==> config.mk <==
export PLATFORM = sky130hd
export DESIGN_NAME = digit_scan_ctrl
export DESIGN_NICKNAME = d
export VERILOG_FILES = /design/src/rtl/digit_scan_ctrl.sv
export SDC_FILE = /design/constraint.sdc
export NUM_CORES = 1
export LEC_CHECK = 0
export ABC_CLOCK_PERIOD_IN_PS = 1800
export CAP_MARGIN = 15
export CORE_ASPECT_RATIO = 0.6
export CORE_MARGIN = 4
export CORE_UTILIZATION = 29
export DETAILED_ROUTE_END_ITERATION = 10
export SLEW_MARGIN = 5
export SYNTH_ARGS = -nofsm -noshare
export SYNTH_HDL_FRONTEND = slang
export SYNTH_SLANG_ARGS = --single-unit
==> constraint.sdc <==
create_clock -name clk -period 1.8 [get_ports clk]
set_input_delay 0.45 -clock clk [delete_from_list [all_inputs] [get_ports clk]]
set_output_delay 0.45 -clock clk [all_outputs]
set_load 0.01 [all_outputs]
==> src/rtl/digit_scan_ctrl.sv <==
// digit_scan_ctrl: 7-segment digit scanner with dark blanking between digits
module digit_scan_ctrl #(
    parameter int DWELL_CYCLES = 50000,
    parameter int BLANK_CYCLES = 500,
    parameter int NUM_DIGITS   = 4
) (
    input  logic       clk,
    input  logic       reset_n,
    input  logic       en,
    output logic [1:0] digit,
    output logic [3:0] ct,
    output logic       blank,
    output logic       frame_tick
);
    localparam int MAXC = DWELL_CYCLES > BLANK_CYCLES ? DWELL_CYCLES : BLANK_CYCLES;
    localparam int CW = $clog2(MAXC > 2 ? MAXC : 2);
    localparam logic [CW-1:0] DW_LAST = CW'(DWELL_CYCLES - 1);
    localparam logic [CW-1:0] BL_LAST = CW'(BLANK_CYCLES == 0 ? 0 : BLANK_CYCLES - 1);
    localparam logic [1:0] D_LAST = 2'(NUM_DIGITS - 1);
    localparam bit NO_BLANK = (BLANK_CYCLES == 0);
    typedef enum logic {S_BLANK, S_ON} state_t;
    state_t state, state_d;
    logic [CW-1:0] cnt, cnt_d;
    logic [1:0] digit_d, digit_inc;
    logic [3:0] ct_d;
    logic blank_d, ft_d;
    assign digit_inc = (digit == D_LAST) ? 2'd0 : digit + 2'd1;
    always_ff @(posedge clk or negedge reset_n) begin
        if (!reset_n) begin
            state      <= S_BLANK;
            cnt        <= '0;
            digit      <= 2'd0;
            ct         <= 4'b1111;
            blank      <= 1'b1;
            frame_tick <= 1'b0;
        end else begin
            state      <= state_d;
            cnt        <= cnt_d;
            digit      <= digit_d;
            ct         <= ct_d;
            blank      <= blank_d;
            frame_tick <= ft_d;
        end
    end
    // en low holds the scan position but darkens the display on the next edge
    always_comb begin
        state_d = state;
        cnt_d   = cnt;
        digit_d = digit;
        ct_d    = 4'b1111;
        blank_d = 1'b1;
        ft_d    = 1'b0;
        if (en) begin
            if (state == S_BLANK) begin
                if (NO_BLANK || cnt == BL_LAST) begin
                    cnt_d   = '0;
                    state_d = S_ON;
                    ct_d    = ~(4'b0001 << digit);
                    blank_d = 1'b0;
                end else begin
                    cnt_d = cnt + 1'b1;
                end
            end else if (cnt == DW_LAST) begin
                cnt_d   = '0;
                digit_d = digit_inc;
                ft_d    = (digit_inc == 2'd0);
                state_d = NO_BLANK ? S_ON : S_BLANK;
                ct_d    = NO_BLANK ? ~(4'b0001 << digit_inc) : 4'b1111;
                blank_d = !NO_BLANK;
            end else begin
                cnt_d   = cnt + 1'b1;
                ct_d    = ~(4'b0001 << digit);
                blank_d = 1'b0;
            end
        end
    end
endmodule

==> results of run 1 <==
path summary, 6_finish.rpt:
check / start / cells past startpoint / to
max in group asynchronous: reset_n / 2 / ct[1]
worst max-delay path: en / 5 / cnt[15]
worst min-delay path: reset_n / 2 / cnt[14]
min in group clk: cnt[13] / 1 / cnt[13]
worst max register to register: cnt[4] / 5 / digit[0]
worst min register to register: cnt[13] / 1 / cnt[13]
per-layer routing:
metal | vias to the layer above | share of wire
li1 | 515 | -
met1 | 529 | 0.55
met2 | 14 | 0.42
met3 | 2 | 0.029
met4 | 0 | 0.0063
met5 | - | 0
cell type report:
cell class / count / area, sq um / area share
clock buffer: 4 / 45.0 / 0.0263
inverter: 4 / 15.0 / 0.00878
multi-input combinational: 91 / 658 / 0.385
sequential: 25 / 632 / 0.369
tap: 60 / 75.1 / 0.0439
timing repair buffer: 33 / 285 / 0.167
sequential cells by signal, indices dropped and copies added (netlist names):
signal / flops
blank: 1
state: 1
digit: 2
cnt: 16
ct: 4
frame_tick: 1
Yosys cell counts (2+ instances only):
library cell	count	area (sq um)
inv_1	4	15.0
o2bb2ai_1	2	17.5
nand3_1	9	45.0
nor3_1	14	70.1
ha_1	5	62.6
dfrtp_1	20	500
and3_1	2	12.5
dfstp_2	5	131
xnor2_1	7	61.3
clkbuf_1	2	7.51
nor2_1	6	22.5
mux2_2	2	22.5
nand2_1	9	33.8
and4_1	2	17.5
o21ai_0	4	20.0
or3_1	2	12.5
nor4_1	4	25.0
xor2_1	5	43.8
nand4_1	6	37.5
power by group through the flow:
stage	clock, mW	sequential [mW]	combinational, mW
floorplan	0	0.688	0.127
global placement	0	0.722	0.215
detailed placement	0	0.724	0.219
CTS	0.345	0.713	0.222
global route	0.372	0.731	0.274
finish	0.331	0.727	0.248
worst reg2reg max path, stage by stage (launching register included):
cell and delay [ns]:
dfrtp_1 0.46, and4bb_2 0.35, nand4_1 0.12, nor3_2 0.25, buf_4 0.17, mux2_4 0.29
repair_timing:
action	4_1_cts	5_1_grt
gates cloned	0	0
endpoints found under the setup margin	11	19
hold buffers	0	0
gates resized for setup	2	10
pin swaps	0	3
buffers inserted	0	2
logic make-up (layout without fill, tap and decap cells):
kind of cell	after synthesis	count (layout)	synth area share
simple gates	63	63	0.286
flops	25	25	0.493
xor+xnor	12	12	0.0820
compound gates	9	9	0.0508
buf+inv	7	41	0.0215
fa+ha+maj	5	5	0.0488
mux	2	2	0.0176
metrics by stage:
step,setup TNS [ns],cells,setup slack (ns)
after floorplan,0,123,0.0291
after CTS,0,215,0.00821
final,0,217,0.0472
after global placement,-1.71,211,-0.212
after detailed placement,-1.71,211,-0.221
after global routing,-0.0517,217,-0.0244
==> impl_metrics.tcl, run 1 <==
set metrics [dict create \
    synth_cell_types 32 \
    rsz0062_at_grt "yes" \
    slowest_stage "clkdlybuf4s50_1" \
    critical_path_class "in2reg" \
    overflow 0 \
    power_density_nw_per_um2 763 \
    p_leak_nw 0.707 \
    finalCoreUtilization 0.408 \
    fmax_mhz 571 \
    routedWlPerCell_um 14.0 \
    crit_path_start_kind "primary input" \
    final_cell_mix "buf_4, dfrtp_1, nor3_1, nand3_1, nand2_1" \
    grt_pass1_wl_um 5050 \
    worstSkewPairLatency_ns 0.27 \
    synth_nets 131 \
    drc 0 \
    path_cells "clkdlybuf4s50_1 > nand3_1 > or3_1 > or3_1 > a211oi_2" \
    start_util 0.306 \
    slowest_delay_ns 0.48 \
    via_per_inst 4.88 \
    fillers 415 \
    path_max_fanout 2 \
    synth_ff_type "dfrtp_1" \
    met3_usage 0.0330 \
    clk_pin_slew_ns 0.08 \
    async_flop_share 1.00 \
    diodes 0 \
    grt_pass1_vias 1016 \
    switching_share 0.305 \
    worst_ep_arrival_time_ns 1.94 \
    tightestPinTransition_ns 0.386 \
    die_width_um 93.8 \
    critPathTopFamily "simple AND/OR/NAND/NOR gates" \
    drt_first_pass_iters 4 \
    cts.sinks 25 \
    hold_class "in2async" \
    dieArea_sq_um 5580 \
    cap_violations 0 \
    grt_max_degree 26 \
    cts_root_buf "clkbuf_8" \
    place.gp.congestion 0.864 \
    setup_viol 0 \
    status "finished clean" \
    pwr-share-comb 0.190 \
    ir_drop_mv 0.285 \
    area_growth_pct 33.5 \
    antenna_found_initial 0 \
    power_frac_clock 0.253 \
    dpl_cell_area_sq_um 1600 \
    p_sw_uw 398 \
    p_seq_frac 0.557 \
    p_int_uw 907 \
    worst-path-buf-inv 1 \
    synth_area_sq_um 1280 \
    syn_avg_cell_area_sq_um 10.4 \
    critical_path_required_ns 1.99 \
    core_sq_um 4190 \
    pin_count 11 \
    htreeDepth 1 \
    totalWireLength_um 3030 \
    synth-edff-count 0 \
    yosys_warnings 0 \
    globalRouteMet2Util 0.163 \
    portBuffers 10 \
    rows 18 \
    grt_usage 0.117 \
    fp.dieH_um 59.5 \
    finClkSkew_ns 0.00241 \
    reg2reg_slack_ns 0.05 \
    finalHoldViolCount 0 \
    final_area_sq_um 1710 \
    critPathCaptureType "register" \
    ys_ff_latch 25 \
    grt_use_met1 0.175 \
    holdWs_ns 0.537 \
    cts_made_buffers 3 \
    finalPower_mw 1.31 \
    mostFrequentLayoutCell "buf_4" \
    period_minus_slack_ns 1.75 \
    cts_buffer_depth 2 \
    drive_above_1_share 0.261 \
    nets 166 \
    dr_total_vias 1060 \
    max_slew_margin 0.740 \
    cts_tree "yes" \
    netlist_instances 123 \
    crit_top_cell "or3_1" \
    fin_crit_sh 0.974 \
    ys_seq_area_frac 0.493 \
    grt.busiest_layer "met1" \
    slew_viol_final 0 \
    drt-initial-drc-count 38 \
    ant_nets 0 \
    dpl.hpwl_um 2240 \
]
No activity file was read; power rests on OpenSTA's default activity.
==> run 2, diff against run 1 <==
--- a/config.mk
+++ b/config.mk
@@ -8,9 +8,10 @@
 export ABC_CLOCK_PERIOD_IN_PS = 1800
 export CAP_MARGIN = 15
 export CORE_ASPECT_RATIO = 0.6
-export CORE_MARGIN = 4
+export CORE_MARGIN = 2
 export CORE_UTILIZATION = 29
 export DETAILED_ROUTE_END_ITERATION = 10
+export REMOVE_ABC_BUFFERS = 1
 export SLEW_MARGIN = 5
 export SYNTH_ARGS = -nofsm -noshare
 export SYNTH_HDL_FRONTEND = slang
==> impl_metrics.tcl, run 2 (synthesis gave the netlist of run 1 again) <==
set metrics [dict create \
    path_max_fanout 1 \
    critical_path_required_ns 1.35 \
    fmax_mhz 567 \
    power_density_nw_per_um2 763 \
    drt-initial-drc-count 85 \
    final_area_sq_um 1700 \
    ir_drop_mv 0.549 \
    finalPower_mw 1.29 \
    grt_pass1_wl_um 4970 \
    slowest_delay_ns 0.53 \
    via_per_inst 4.82 \
    core_sq_um 4170 \
    setup_slack_ns 0.0364 \
    largest_register_ffs 16 \
    portBuffers 10 \
    start_util 0.308 \
    place.gp.congestion 0.904 \
    diodes 0 \
    worstSkewPairLatency_ns 0.26 \
    path_cells "clkdlybuf4s50_1" \
    overflow 0 \
    pin_count 11 \
    fp.dieH_um 55.5 \
    cap_violations 0 \
    die_width_um 89.8 \
    period_minus_slack_ns 1.76 \
    tightestPinTransition_ns 0.353 \
    finClkSkew_ns 0.00276 \
    max_slew_margin 0.763 \
    top_regs "cnt (16), ct (4), digit (2)" \
    fin_crit_sh 0.980 \
    finalHoldViolCount 0 \
    cts_root_buf "clkbuf_8" \
    critPathTopFamily "buffers and inverters" \
    area_growth_pct 32.3 \
    final_cell_mix "buf_4, dfrtp_1, nor3_1, nand2_1" \
    cts_made_buffers 3 \
    nets 165 \
    worst_ep_arrival_time_ns 1.31 \
    drive_above_1_share 0.282 \
    setup_viol 0 \
    worst-path-buf-inv 1 \
    hold_class "in2async" \
    dr_total_vias 1042 \
    largest-register "cnt" \
    rows 18 \
    critPathCaptureType "output port" \
    ant_nets 0 \
    postCtsHoldBufs 0 \
    grt_pass1_vias 1032 \
    cts_buffer_depth 2 \
    dpl.hpwl_um 2150 \
    routedWlPerCell_um 13.3 \
    crit_path_start_kind "register" \
    status "finished clean" \
    rsz0062_at_grt "yes" \
    cts_tree "yes" \
    dieArea_sq_um 4980 \
    drc 0 \
    grt_max_degree 26 \
    cts.sinks 25 \
    totalWireLength_um 2880 \
    drt_first_pass_iters 4 \
    antenna_found_initial 0 \
    grt_usage 0.123 \
    clk_pin_slew_ns 0.09 \
    place_ws_ns -0.229 \
    p_leak_nw 0.717 \
    dpl_cell_area_sq_um 1610 \
    mostFrequentLayoutCell "buf_4" \
    postCtsSetupBuffers 0 \
    htreeDepth 1 \
    slowest_stage "clkdlybuf4s50_1" \
    critical_path_class "reg2out" \
    slew_viol_final 0 \
]
-- run 2: final timing paths --
| check | startpoint | cells after the start | to | slack [ns] |
|---|---|---|---|---|
| worst max-delay path | ct[2] | 1 | ct[2] | 0.04 |
| worst min-delay path | reset_n | 2 | cnt[12] | 0.54 |
| worst max register to register | cnt[0] | 6 | digit[1] | 0.09 |
| worst min register to register | cnt[13] | 1 | cnt[13] | 0.56 |
| max in group asynchronous | reset_n | 2 | ct[0] | 0.97 |
| min in group clk | cnt[13] | 1 | cnt[13] | 0.56 |
-- run 2: metrics by stage --
step / setup TNS (ns) / util / std cells / hold WS (ns)
after floorplan: -3.29 / - / 120 / 0.154
after global placement: -1.22 / 0.386 / 212 / 0.512
after detailed placement: -1.58 / 0.386 / 212 / 0.531
after CTS: 0 / 0.398 / 216 / 0.550
after global routing: -0.0647 / 0.407 / 216 / 0.581
final: 0 / 0.407 / 216 / 0.540
-- run 2: cell type report --
class	count	area, sq um
Sequential cell	25	632
Timing Repair Buffer	32	270
Clock buffer	3	41.3
Fill cell	404	2470
Clock inverter	1	5.00
Inverter	4	15.0
Multi-Input combinational cell	91	657
Tap cell	60	75.1
-- run 2: where the power goes --
part	total, mW	switching (mW)	internal (mW)
Sequential	0.721	0.105	0.616
Clock	0.329	0.174	0.155
Combinational	0.244	0.119	0.124
Total	1.29	0.399	0.895
-- run 2: layer usage --
| metal | global-route usage | part of all wire |
|---|---|---|
| met4 | 0.0418 | 0.013 |
| met3 | 0.0232 | 0.022 |
| met2 | 0.186 | 0.43 |
| met1 | 0.176 | 0.53 |
| met5 | 0 | 0 |
-- run 2: what timing repair did --
item                                    in CTS  in global routing
resized for setup                            1                  8
endpoints found under the setup margin       2                 13
gates cloned                                 0                  0
pin swaps                                    0                  1
endpoints found under the hold margin        0                  0
